`config.mk`:
```
export PLATFORM = sky130hd
export DESIGN_NAME = param_sync_fifo
export DESIGN_NICKNAME = d
export VERILOG_FILES = /design/src/rtl/param_sync_fifo.sv
export SDC_FILE = /design/constraint.sdc
export NUM_CORES = 1
export LEC_CHECK = 0
export ABC_CLOCK_PERIOD_IN_PS = 2600
export CORE_ASPECT_RATIO = 0.8
export CORE_MARGIN = 1
export CORE_UTILIZATION = 58
export CTS_CLUSTER_SIZE = 30
export DETAILED_ROUTE_END_ITERATION = 8
export PLACE_DENSITY_LB_ADDON = 0.3
export SKIP_LAST_GASP = 1
export SLEW_MARGIN = 20
export SYNTH_ARGS = -nofsm -noshare
export SYNTH_HDL_FRONTEND = slang
export SYNTH_SLANG_ARGS = --single-unit
```
`constraint.sdc`:
```
create_clock -name clk -period 2.6 [get_ports clk]
set_input_delay 0.26 -clock clk [delete_from_list [all_inputs] [get_ports clk]]
set_output_delay 0.26 -clock clk [all_outputs]
set_load 0.02 [all_outputs]
```
`src/rtl/param_sync_fifo.sv`:
```
`default_nettype none
// +----------------------------------------------------------------------------+
// | Module      : param_sync_fifo                                              |
// | Description : Parametrised single-clock FIFO with occupancy count,         |
// |               programmable almost-full / almost-empty flags and            |
// |               one-cycle overflow / underflow error pulses.                 |
// | Option      : FIFO_FWFT_EN - when defined, first-word-fall-through mode:   |
// |               data_out shows the head word combinationally while !empty    |
// |               (0 while empty) and rd_en acts as a pop acknowledge.         |
// | Ports       : clk, rst (sync, active-high)                                 |
// |               wr_en, data_in[WIDTH]      - write side                      |
// |               rd_en, data_out[WIDTH]     - read side                       |
// |               full, empty, almost_full, almost_empty - count decodes       |
// |               count[$clog2(DEPTH+1)]     - occupancy 0..DEPTH              |
// |               overflow, underflow        - rejected write / read pulses    |
// | Revision    : 1.0 - initial release                                        |
// +----------------------------------------------------------------------------+
module param_sync_fifo #(
   parameter int WIDTH    = 8,
   parameter int DEPTH    = 4,
   parameter int AF_LEVEL = 3,
   parameter int AE_LEVEL = 1
) (
   input  logic                       clk,
   input  logic                       rst,
   input  logic                       wr_en,
   input  logic [WIDTH-1:0]           data_in,
   input  logic                       rd_en,
   output logic [WIDTH-1:0]           data_out,
   output logic                       full,
   output logic                       empty,
   output logic                       almost_full,
   output logic                       almost_empty,
   output logic [$clog2(DEPTH+1)-1:0] count,
   output logic                       overflow,
   output logic                       underflow
);

   localparam int AW = $clog2(DEPTH);
   localparam int CW = $clog2(DEPTH+1);

   logic [WIDTH-1:0] mem [DEPTH];
   logic [AW-1:0]    wr_ptr;
   logic [AW-1:0]    rd_ptr;
   logic             rd_accept;
   logic             wr_accept;

   // Flags decode the registered count, so they track it in the same cycle.
   assign full         = (count == CW'(DEPTH));
   assign empty        = (count == '0);
   assign almost_full  = (count >= CW'(AF_LEVEL));
   assign almost_empty = (count <= CW'(AE_LEVEL));

   // A write into a full FIFO is still accepted when a read frees the slot
   // on the same edge.
   assign rd_accept = rd_en && !empty;
   assign wr_accept = wr_en && (!full || rd_accept);

   // Storage is intentionally not reset; writes are suppressed during reset.
   always_ff @(posedge clk) begin
      if (!rst && wr_accept)
         mem[wr_ptr] <= data_in;
   end

   always_ff @(posedge clk) begin
      if (rst) begin
         wr_ptr    <= '0;
         rd_ptr    <= '0;
         count     <= '0;
         overflow  <= 1'b0;
         underflow <= 1'b0;
      end else begin
         overflow  <= wr_en && !wr_accept;
         underflow <= rd_en && !rd_accept;
         if (wr_accept)
            wr_ptr <= wr_ptr + AW'(1);
         if (rd_accept)
            rd_ptr <= rd_ptr + AW'(1);
         case ({wr_accept, rd_accept})
            2'b10:   count <= count + CW'(1);
            2'b01:   count <= count - CW'(1);
            default: count <= count;
         endcase
      end
   end

`ifdef FIFO_FWFT_EN
   // Head word falls through; zero while nothing is stored.
   assign data_out = empty ? '0 : mem[rd_ptr];
`else
   // One-cycle read latency; holds the last popped word otherwise.
   always_ff @(posedge clk) begin
      if (rst)
         data_out <= '0;
      else if (rd_accept)
         data_out <= mem[rd_ptr];
   end
`endif

endmodule
`default_nettype wire
```
==> results of run 1 <==
[cell usage in the layout (no fill, tap or decap), types with 2 or more instances in the layout]
cell and instances:
edfxtp_1 32, clkdlybuf4s50_1 28, nand2_1 19, dfxtp_1 17
a21oi_1 11, inv_1 9, nor2_1 9, ha_1 9
mux4_2 8, clkbuf_8 5, and2_1 4, nand2b_4 2
xnor2_1 2, a31oi_1 2, nor3_1 2, nand3_1 2
[worst max-delay path: cells and delay by family (launching register included)]
kind / cells / cell delay, ps
buffers and inverters: 3 / 880
adders and majority gates: 1 / 400
DFF: 1 / 360
and+or+nand+nor: 1 / 200
[power by group through the flow]
stage	clock network, mW	registers [mW]	logic, mW
after floorplan	0	1.03	0.518
after global placement	0	1.01	0.733
after detailed placement	0	1.02	0.760
after CTS	0.535	1.00	0.762
after global routing	0.571	1.02	0.822
final	0.529	1.00	0.761
[cell families after synthesis]
group | Yosys count
flops | 49
buf+inv | 17
xor+xnor | 3
compound gates | 21
fa+ha+maj | 10
simple gates | 45
mux | 9
[registers in the layout (all words and copies together), names as in the netlist]
signal	cells
overflow	1
wr_ptr	2
mem	32
underflow	1
count	3
rd_ptr	2
data_out	8
[per-stage QoR]
stage | utilization | setup slack, ps | power [mW] | hold slack [ps] | instance area (sq um)
after floorplan | - | 667.2 | 1.548 | 358.9 | 2101
after global placement | 0.6900 | 594.8 | 1.746 | 440.4 | 2379
after detailed placement | 0.6900 | 469.4 | 1.779 | 446.1 | 2379
after CTS | 0.7220 | 214.0 | 2.300 | 458.0 | 2489
after global routing | 0.7220 | 51.38 | 2.410 | 482.3 | 2489
final | 0.7220 | 205.1 | 2.289 | 456.5 | 2489
[cells in the mapped netlist]
cell type / n
xnor2_1: 2
nor3b_1: 1
nand2_1: 19
clkbuf_2: 1
nor2_1: 9
nand2b_4: 2
o41ai_2: 1
mux4_2: 8
o21ai_1: 1
ha_1: 9
and3_1: 1
a21boi_1: 1
buf_8: 1
o22ai_1: 1
o311a_1: 1
o2111ai_1: 1
and2_1: 4
and2b_1: 1
a31oi_1: 2
and2_4: 1
maj3_2: 1
edfxtp_1: 32
xor2_1: 1
inv_1: 9
nor2_2: 1
o21ai_2: 1
o21ai_0: 1
nand3b_1: 1
mux2i_1: 1
nand3_1: 2
buf_4: 1
a21oi_1: 11
nor3_1: 2
clkbuf_1: 1
buf_1: 1
nand2b_1: 1
buf_2: 1
buf_6: 2
dfxtp_1: 17
[per-layer routing]
metal  wire, um  GRT usage  up-vias
li1           -          -      603
met1       1845     0.3262      627
met2       1817     0.3329       40
met3        172    0.04891        4
met4         25    0.04373        0
met5          0          0        -
[layout make-up]
| class | count | area [sq um] | area share |
|---|---|---|---|
| Clock inverter | 3 | 41.29 | 0.01659 |
| Inverter | 9 | 33.78 | 0.01357 |
| Sequential cell | 49 | 1301 | 0.5229 |
| Multi-Input combinational cell | 88 | 703.2 | 0.2826 |
| Timing Repair Buffer | 29 | 287.8 | 0.1156 |
| Clock buffer | 5 | 68.82 | 0.02765 |
| Tap cell | 42 | 52.55 | 0.02112 |
[how the worst max path moves through the flow]
stage / startpoint / to
3_5_place_dp: count[1] / mem[0][2]
2_1_floorplan: count[1] / mem[0][0]
5_1_grt: count[1] / full
6_report: count[1] / full
4_1_cts: count[1] / full
3_3_place_gp: rd_en / mem[0][6]
==> metrics.txt, run 1 <==
status=finished clean; Syn Nets=175; Synth Area in Compound Gates=0.06432; clk root buf=clkbuf_8; Die Ht=55.83 um; Cell Chain, Critical Path=inv_1 -> ha_1 -> nand2_1 -> inv_1 -> clkdlybuf4s50_1; Post-Synth Adder-Cell Area=0.05896; cell with the largest stage delay on the worst path=clkdlybuf4s50_1; max_cap viols=0; Synth Area in Simple Gates=0.1084; Post-DP HPWL=approximately 2800 um; Seq pwr share=0.437; worst path required time=~2300 ps; critical path's largest stage delay=590 ps; via count=1274; final-layout fill cell count=227; GR Util All Layers=0.2181; H-Tree Level Count=2; Crit. End Element=primary output; post-synthesis sequential area ratio=0.6194; Worst Hold Path EP=data_out[0]; most used cell, CP=inv_1; synthesized flop and latch total=a little under 50; post-CTS setup buffers=0; fin. max-slew vios=0; Final Cycle Share=0.9211; share of layout cells above drive strength 1=0.1257; core area=3447 sq um; cts hold-fix bufs=0; syn avg cell area=13.64 sq um; pin count of the biggest net entering global routing=17; PostCTS Resize Cnt=0; worst-margin pin slew=602.6 ps; First-pass DRT Iterations=4; Max clock buf depth=2; TritonCTS clock tree=done; Mapped Area=approximately 2100 sq um; maximum clock frequency=417.6 MHz; First DRT Iteration DRCs=103; FP Rows=19; Critical Path Source Type=flip-flop; Skew-Pair Late Insertion Delay=300 ps; CTS Sinks=49; vias in the first global route=1255; I/O Buffers=28; hold_sp=data_out[0]; Die X=69.29 um; worst reg2reg endpoint=mem[0][6]; gpl congestion=between 0.9 and 1; hold crit path type=flip-flop to flip-flop; WP data arrival=2130 ps; via/cell ratio=5.662; Starting Density=0.6094; Clock power frac=0.231; initial antenna violation count=0; final WL=3861 um; post-route setup TNS=0 ps; final hold vios=0; total die area=3868 sq um; Finished Layout Cells=225; Gate power share=0.332; post-synth cell types=39; placed insts=roughly 220; routed len/inst=17.16 um; worst-case clock skew=~2.9 ps; RSZ-0062 raised after global routing=false; YS warnings=0; reg2reg path depth=6; # DRC=0; top-area cell type share of the netlist area=0.4574; Ports=29; Synth area leader=edfxtp_1; Hold Path Stages=2; Pwr Density=919.9 nW/um^2; Final min period=2395 ps; maximum VDD drop=470.4 uV; reg-to-reg slack, setup=about 450 ps; setup violators final=0; Power Internal=1.565 mW; relative slew slack=0.5977; clock transition at the registers of the reported paths=90 ps; antenna cells=0; XOR/XNOR Fraction of Synth Area=0.01251; Pleak=0.8844 nW; post-synthesis mux area share=0.09053; sw frac=0.3164; post-route ant nets=0; GR Overflow Total=0; clock buffer count from CTS=5; Synth Instances=154; path type of the worst setup path=flip-flop to primary output; Max FO, Critical Path=8; Worst R2R Start=count[1]; Psw=0.7244 mW; Post-layout nets=just over 200; largest family of logic cells by synthesized area=simple AND/OR/NAND/NOR gates; synth top area cells=edfxtp_1, dfxtp_1, mux4_2; Area growth, synth to finish=18.46%; first-pass GRT wire length=6306 um
Note: power is estimated with default switching activity, not from simulation.
==> run 2, diff against run 1 <==
--- a/config.mk
+++ b/config.mk
@@ -11,6 +11,7 @@
 export CORE_UTILIZATION = 58
 export CTS_CLUSTER_SIZE = 30
 export DETAILED_ROUTE_END_ITERATION = 8
+export GPL_ROUTABILITY_DRIVEN = 0
 export PLACE_DENSITY_LB_ADDON = 0.3
 export SKIP_LAST_GASP = 1
 export SLEW_MARGIN = 20
==> run 2 against run 1 <==
  * Combinational power barely moved
  * Sequential cell count did not move
  * Sequential power hardly changed
  * Count of clock-buffer cells in the layout unchanged
  * Utilization increased by 0.69 points
  * Critical path type unchanged
  * Design area rose by 0.96%
  * Hold slack got worse by 1.1 ps
==> metrics.txt, run 2 (synthesis gave the netlist of run 1 again) <==
total die area=around 3900 sq um; Max FO, Critical Path=8; post-route ant nets=0; Hold Path Stages=2; critical path's largest stage delay=600 ps; Final min period=2409 ps; Worst Hold Path EP=data_out[1]; First-pass DRT Iterations=4; share of layout cells above drive strength 1=0.1311; Critical Path Source Type=flip-flop; Final Cycle Share=0.9267; most common cell after layout, fill and taps aside=edfxtp_1; Hold Slack=455.4 ps; WP data arrival=between 2000 and 2500 ps; critical path's top delay family=buffers and inverters; H-Tree Level Count=2; pre-CTS WS=546.8 ps; Post-DP HPWL=2766 um; FP Rows=19; Starting Density=0.6094; vias in the first global route=~1.2k; Finished Layout Cells=between 200 and 250; Ports=29; max reg flops=32; Die X=69.29 um; path type of the worst setup path=flip-flop to primary output; post-CTS setup buffers=0; Pwr Density=roughly 940 nW/um^2; Skew-Pair Late Insertion Delay=290 ps; Area growth, synth to finish=19.60%; reg-to-reg slack, setup=about 490 ps; clk root buf=clkbuf_8; relative slew slack=0.5967; status=finished clean; worst-case clock skew=~6 ps; maximum clock frequency=415.0 MHz; pin count of the biggest net entering global routing=17; RSZ-0062 raised after global routing=false; Die Ht=about 56 um; routed len/inst=16.44 um; # DRC=0; total power draw=2.372 mW; hold_sp=data_out[1]; Regs by FF count=mem: 32 flops, data_out: 8 flops, count: 3 flops; cell with the largest stage delay on the worst path=clkdlybuf4s50_1; setup violators final=0; hold crit path type=flip-flop to flip-flop; Cell Chain, Critical Path=inv_1 -> ha_1 -> nand2_1 -> inv_1 -> clkdlybuf4s50_1; CTS Sinks=49; clock buffer count from CTS=5; maximum VDD drop=approximately 700 uV; post-route setup TNS=0 ps; crit path buf inv count=3; Post-layout nets=approximately 200; reg2reg path depth=6; most frequent cells in the layout=edfxtp_1, clkdlybuf4s50_1, nand2_1; Max clock buf depth=2; Area after DPL=2379 sq um; First DRT Iteration DRCs=50; most used cell, CP=inv_1; placed insts=217; worst-margin pin slew=604.1 ps; initial antenna violation count=0; final WL=~3700 um; max_cap viols=0; fin. max-slew vios=0; via count=1241; GR Util All Layers=0.2120; clock transition at the registers of the reported paths=80 ps; Worst R2R Start=count[1]; Crit. End Element=primary output; Core Util, Final=0.7289; post-route cell area=2512 sq um; via/cell ratio=5.516; I/O Buffers=28; core area=3447 sq um; GR Overflow Total=0; final hold vios=0; first-pass GRT wire length=6216 um; Pleak=0.9008 nW; TritonCTS clock tree=done; cts hold-fix bufs=0; antenna cells=0; fin worst setup slack=~190 ps; worst path required time=2340 ps; worst reg2reg endpoint=mem[0][6]; most flop-heavy register=mem; PostCTS Resize Cnt=0
## run 2: cell types whose count changed in the layout (fill, tap and decap cells not counted)
cell,delta
bufinv_16,+1
clkinv_1,-1
clkinv_2,+1
clkinvlp_4,-1
## run 2: cell type report
cell class | count | area, sq um
clock buffers | 5 | 68.82
clock inverters | 3 | 65.06
fillers | 211 | 934.6
inverters | 9 | 33.78
multi-input cells | 88 | 703.2
flip-flops and latches | 49 | 1301
well taps | 42 | 52.55
repair buffers | 29 | 287.8
## run 2: how the worst max path moves through the flow
stage / start / endpoint / slack, ps / cells past startpoint
final: count[1] / full / 190 / 5
after global routing: count[1] / full / 70 / 5
after CTS: count[1] / full / 180 / 5
after detailed placement: count[1] / mem[0][6] / 550 / 6
after global placement: rd_en / mem[1][2] / 600 / 4
after floorplan: count[1] / mem[0][0] / 670 / 7
## run 2: routing by layer
layer	wire length, um	track usage	vias to the layer above	part of all wire
met2	1682	0.3093	54	0.45
met5	0	0	-	0
met4	17	0.05248	0	0.0046
met3	275	0.04529	4	0.074
met1	1723	0.3271	581	0.47
li1	-	-	602	-
## run 2: worst min-delay path, cell delays in order, from the launching register on
cell and delay, ps:
dfxtp_1 310, nand2_1 50, a21oi_1 50
## run 2: power by group
part | switching [mW] | internal (mW)
combinational | 0.388 | 0.370
clock | 0.233 | 0.382
sequential | 0.0884 | 0.912
total | 0.709 | 1.66
